[src/rtl/button_debouncer.sv]
// Push-button debouncer: samples the raw button every PRESCALE clocks and
// changes level only after STABLE_COUNT consecutive opposite samples.
// Optional 2-flop input synchroniser enabled by defining BUTTON_DEBOUNCER_SYNC_EN.
module button_debouncer #(
    parameter int PRESCALE     = 50000,
    parameter int STABLE_COUNT = 10
) (
    input  logic clk,
    input  logic reset,
    input  logic button,
    output logic level,
    output logic update
);

    localparam int PW = (PRESCALE > 1) ? $clog2(PRESCALE) : 1;
    localparam int SW = (STABLE_COUNT > 1) ? $clog2(STABLE_COUNT) : 1;
    localparam logic [PW-1:0] PRE_LAST  = PW'(PRESCALE - 1);
    localparam logic [SW-1:0] STAB_LAST = SW'(STABLE_COUNT - 1);

    typedef enum logic [1:0] {
        S_LOW  = 2'd0,
        S_RISE = 2'd1,
        S_HIGH = 2'd2,
        S_FALL = 2'd3
    } state_t;

    state_t          state, state_nxt;
    logic [SW-1:0]   stab_cnt, stab_cnt_nxt;
    logic [PW-1:0]   pre_cnt;
    logic            sample_en;
    logic            b;

`ifdef BUTTON_DEBOUNCER_SYNC_EN
    // Input synchroniser: two flops ahead of the sampler for asynchronous pins
    logic button_p0, button_p1;

    always_ff @(posedge clk) begin
        if (reset) begin
            button_p0 <= 1'b0;
            button_p1 <= 1'b0;
        end else begin
            button_p0 <= button;
            button_p1 <= button_p0;
        end
    end

    assign b = button_p1;
`else
    assign b = button;
`endif

    // Prescaler: one sample point every PRESCALE clocks
    assign sample_en = (pre_cnt == PRE_LAST);

    always_ff @(posedge clk) begin
        if (reset) begin
            pre_cnt <= '0;
        end else if (sample_en) begin
            pre_cnt <= '0;
        end else begin
            pre_cnt <= pre_cnt + PW'(1);
        end
    end

    always_comb begin
        state_nxt    = state;
        stab_cnt_nxt = stab_cnt;
        if (sample_en) begin
            case (state)
                S_LOW: begin
                    if (b) begin
                        state_nxt    = S_RISE;
                        stab_cnt_nxt = SW'(1);
                    end
                end
                S_RISE: begin
                    if (!b) begin
                        state_nxt    = S_LOW;
                        stab_cnt_nxt = '0;
                    end else if (stab_cnt == STAB_LAST) begin
                        state_nxt    = S_HIGH;
                        stab_cnt_nxt = '0;
                    end else begin
                        stab_cnt_nxt = stab_cnt + SW'(1);
                    end
                end
                S_HIGH: begin
                    if (!b) begin
                        state_nxt    = S_FALL;
                        stab_cnt_nxt = SW'(1);
                    end
                end
                S_FALL: begin
                    if (b) begin
                        state_nxt    = S_HIGH;
                        stab_cnt_nxt = '0;
                    end else if (stab_cnt == STAB_LAST) begin
                        state_nxt    = S_LOW;
                        stab_cnt_nxt = '0;
                    end else begin
                        stab_cnt_nxt = stab_cnt + SW'(1);
                    end
                end
                default: begin
                    state_nxt    = S_LOW;
                    stab_cnt_nxt = '0;
                end
            endcase
        end
    end

    // Level is taken from the next state so it moves on the same edge as update
    always_ff @(posedge clk) begin
        if (reset) begin
            state    <= S_LOW;
            stab_cnt <= '0;
            level    <= 1'b0;
            update   <= 1'b0;
        end else begin
            state    <= state_nxt;
            stab_cnt <= stab_cnt_nxt;
            level    <= (state_nxt == S_HIGH) || (state_nxt == S_FALL);
            update   <= sample_en;
        end
    end

endmodule

[config.mk]
export PLATFORM = sky130hd
export DESIGN_NAME = button_debouncer
export DESIGN_NICKNAME = d
export VERILOG_FILES = /design/src/rtl/button_debouncer.sv
export SDC_FILE = /design/constraint.sdc
export NUM_CORES = 1
export LEC_CHECK = 0
export BUFFER_PORTS_ARGS = -buffer_cell sky130_fd_sc_hd__buf_2
export CAP_MARGIN = 5
export CORE_ASPECT_RATIO = 1.25
export CORE_MARGIN = 2
export CORE_UTILIZATION = 44
export DETAILED_ROUTE_END_ITERATION = 6
export SLEW_MARGIN = 20
export SYNTH_ARGS = -nofsm -noshare
export SYNTH_HDL_FRONTEND = slang
export SYNTH_SLANG_ARGS = --single-unit
[constraint.sdc]
create_clock -name clk -period 4.8 [get_ports clk]
set_clock_uncertainty 0.05 [all_clocks]
set_input_delay 0.96 -clock clk [delete_from_list [all_inputs] [get_ports clk]]
set_output_delay 0.96 -clock clk [all_outputs]
set_load 0.03 [all_outputs]
==> run summary <==
The number of violations of the max-capacitance limit is 0. The tree is rooted in a clkbuf_4. The number of design-rule violations left by the first detailed-router iteration was 16; the share of layout cells above drive strength 1 was 9.09%.

Of all nets on the critical path, the largest fanout is 15. Timing would allow up to 388 MHz. The post-layout instance area is 0.00119 mm².

The fraction of synthesized cell area in xor and xnor cells is 10.1%. TritonCTS built the clock tree. In the final layout, the multi-input gates occupy 594 µm².

The die covers 0.00300 mm². Cell taking the most area after synthesis: dfxtp_1. In the final routed layout, each cell accounts on average for 12.5 µm. For the pin count of the biggest net entering global routing, the log shows 16.

The last weighted congestion value of the routability-driven placer is 0.805, and the initial antenna violation count is 0. Buffers placed on the I/O ports in this run total 4. Dividing the final minimum period by the clock period gives 53.7%.

In this run the core area contains 20 standard-cell rows. The most numerous cell on the critical path was or4_4. STA classifies the critical path endpoint as a flip-flop. During I/O placement, the number of pins put on the boundary was 5. On the worst path, the slowest cell contributes a delay of 780 ps. After synthesis, flip-flops and latches occupy 42.4% of the total area. The combinational family with the most area after synthesis was simple AND/OR/NAND/NOR gates. From left edge to right edge, the die measures 49.4 µm. For this design the static power due to leakage is 0.387 nW. In the final timing run, aggregate negative setup slack is 0 ps. The Yosys step of the flow raised 0 warnings. The standard cell with the maximum stage delay on the critical path is o21ai_1. The critical path goes through or4_4 -> or4_4 -> o21ai_1 -> nor2_1. IR analysis of the VDD net gives a maximum drop of 0.000242 V. The synthesized netlist devotes 11.4% of its cell area to compound gates.

The later pin in the worst-skew pair is clocked with a latency of 320 ps. The placed instances occupy a cell area of 0.00117 mm². The logs give 3 for the number of buffers created by CTS and 3 for the first-pass iteration count of the detailed router. Startpoint class of the critical path: a flip-flop. The number of H-tree levels is 1, and the actual transition at the worst max-transition pin is 969 ps. Fraction of registers with async set or reset after synthesis: 0%. Yosys attributes the largest share of cell area to dfxtp_1, xor2_1, nor2_1. The tightest min-delay check is of the reg2reg type. The most used flip-flop cell after synthesis is dfxtp_1.

In this run the remaining antenna-violating nets after routing total 0. Post-synthesis instance area: 0.00113 mm². The count of endpoints failing setup in the final report is 0.

The DRC violation count after routing was 0. The area share of fa/ha/maj cells after synthesis came out at 3.31%. Once detailed placement completed, the half-perimeter wirelength came to 1.53 mm. The flow ran to the end, and the final reports show no timing, DRC or antenna violations. The post-cts repair resize count was 0; the count of endpoints failing hold in the final timing report was 0. The number of nets in the synthesized netlist is 135. The via count normalized by instance count came out at 5.46. Leftover overflow at the end of global routing: 0. At the worst endpoint, the arrival time is 2710 ps.

The count of different cell masters after synthesis is 33, and the via count of the first global-routing pass is 877. After filler insertion, the fill cell instance count of the layout stands at 244. Yosys instantiated no cell more often than dfxtp_1.

The initial utilization of the core area, before any placement, comes to 46.6%. Of the total synthesized cell area, the portion taken by AND, OR, NAND and NOR gates is 27.7%. No sink is reached through more buffers than the 2 on the longest clock path.

The via count was 901. STA puts the critical path data required time at 4930 ps. Global routing used 16.3% of the available tracks.

The area growth from synthesis to layout was 5.30%. The number of buffers added for setup after CTS was 0. The critical path is of the reg2reg type. The run gives 0 as the max-slew violation count.

Post-detailed-routing wire length: 2.06 mm. The sequential cells in the finished layout cover a total of 480 µm². By count the netlist is led by dfxtp_1, nor2_1, nand3_1.

The tightest slew margin relative to the limit was 34.9%. The post-synthesis sequential element count is 24, and the total of hold buffers inserted after clock tree synthesis is 0. The tools report the antenna cell count as 0. The count of clock tree sinks was 24.

After clock tree synthesis, the clock-pin slew on the worst setup and hold paths is 110 ps. Measured along the y axis, the die boundary spans 60.7 µm. The wire length of the first global-routing pass was 3.63 mm; the time the final worst path needs with I/O delays and setup was 2580 ps.

The core box area is 0.00243 mm², and the number of instances in the synthesized netlist is 129. The count of flip-flops with a built-in enable after synthesis is 0, and the area fraction of the dominant cell type after synthesis is 42.4%. A synthesized cell averages 8.78 µm².

The portion of synthesized area spent on multiplexers is 0%. Setup repair after global routing left no endpoint under its margin. After the last flow step, the layout net total stands at 140. Dividing total power by cell area gives a power density of 251 mW/mm².
[stage by stage]
stage | setup slack [ps] | instances | power (W) | hold WS [ps] | utilization [%]
after floorplan | 2570 | 129 | 0.000215 | 387 | -
after global placement | 2210 | 162 | 0.000217 | 411 | 48.2
after detailed placement | 2140 | 162 | 0.000218 | 421 | 48.2
after CTS | 2130 | 165 | 0.000305 | 441 | 49.1
after global routing | 2040 | 165 | 0.000313 | 474 | 49.1
final | 2220 | 165 | 0.000299 | 437 | 49.1
[layer usage]
layer,GRT usage [%],share of wire [%],up-vias
met3,2.96,1.5,5
li1,-,-,474
met2,28.8,49,4
met1,18.1,47,418
met4,11.9,3.1,0
met5,0,0,-
[cells in the final DEF (no fill, tap or decap)]
master     n
a211oi_1   2
a21oi_1    5
a41o_1     1
and3_1     2
and3_2     1
and4_1     1
buf_2      4
clkbuf_4   3
dfxtp_1   24
ha_1       3
inv_1      9
nand2_1    6
nand2b_1   1
nand3_1   10
nand3b_1   1
nand4_1    5
nor2_1    14
nor3_1     1
nor4_1     5
o21ai_0    3
o21ai_1    1
o311ai_0   1
o31ai_1    2
o32ai_1    2
o41ai_1    2
or2_2      1
or3_1      3
or3b_2     1
or4_1      3
or4_4      2
xnor2_1    6
xor2_1     7
[critical path: cells and delay by family, from the launching register on]
family	cells	cell delay [ps]
and+or+nand+nor	3	1260
AOI/OAI and AO/OA	1	780
DFF	1	360
[report_power, final]
part / switching, W / internal (W)
clock: 0.0000565 / 0.0000295
sequential: 0.00000245 / 0.000201
combinational: 0.00000602 / 0.00000331
total: 0.0000650 / 0.000234
[flip-flops by register name, summed over array words and instances, names as in the netlist]
signal    flops
level         1
stab_cnt      4
state         2
pre_cnt      16
update        1
[cells by family after synthesis]
group,after synthesis
compound gates,19
simple gates,57
fa+ha+maj,3
xor+xnor,13
flops,24
buf+inv,13
[worst paths after layout]
check | startpoint | to | slack (ps) | depth (start not counted)
setup reg to reg | pre_cnt[7] | pre_cnt[8] | 2220 | 4
setup / recovery | pre_cnt[7] | pre_cnt[8] | 2220 | 4
hold / removal | pre_cnt[15] | pre_cnt[15] | 440 | 2
hold reg to reg | pre_cnt[15] | pre_cnt[15] | 440 | 2
[area by class of cell]
type / instances / area share [%]
timing repair buffer: 4 / 1.68
multi-input combinational: 92 / 49.8
tap: 33 / 3.46
inverter: 9 / 2.83
clock buffer: 3 / 1.89
sequential: 24 / 40.3
No activity file was read; power rests on OpenSTA's default activity.
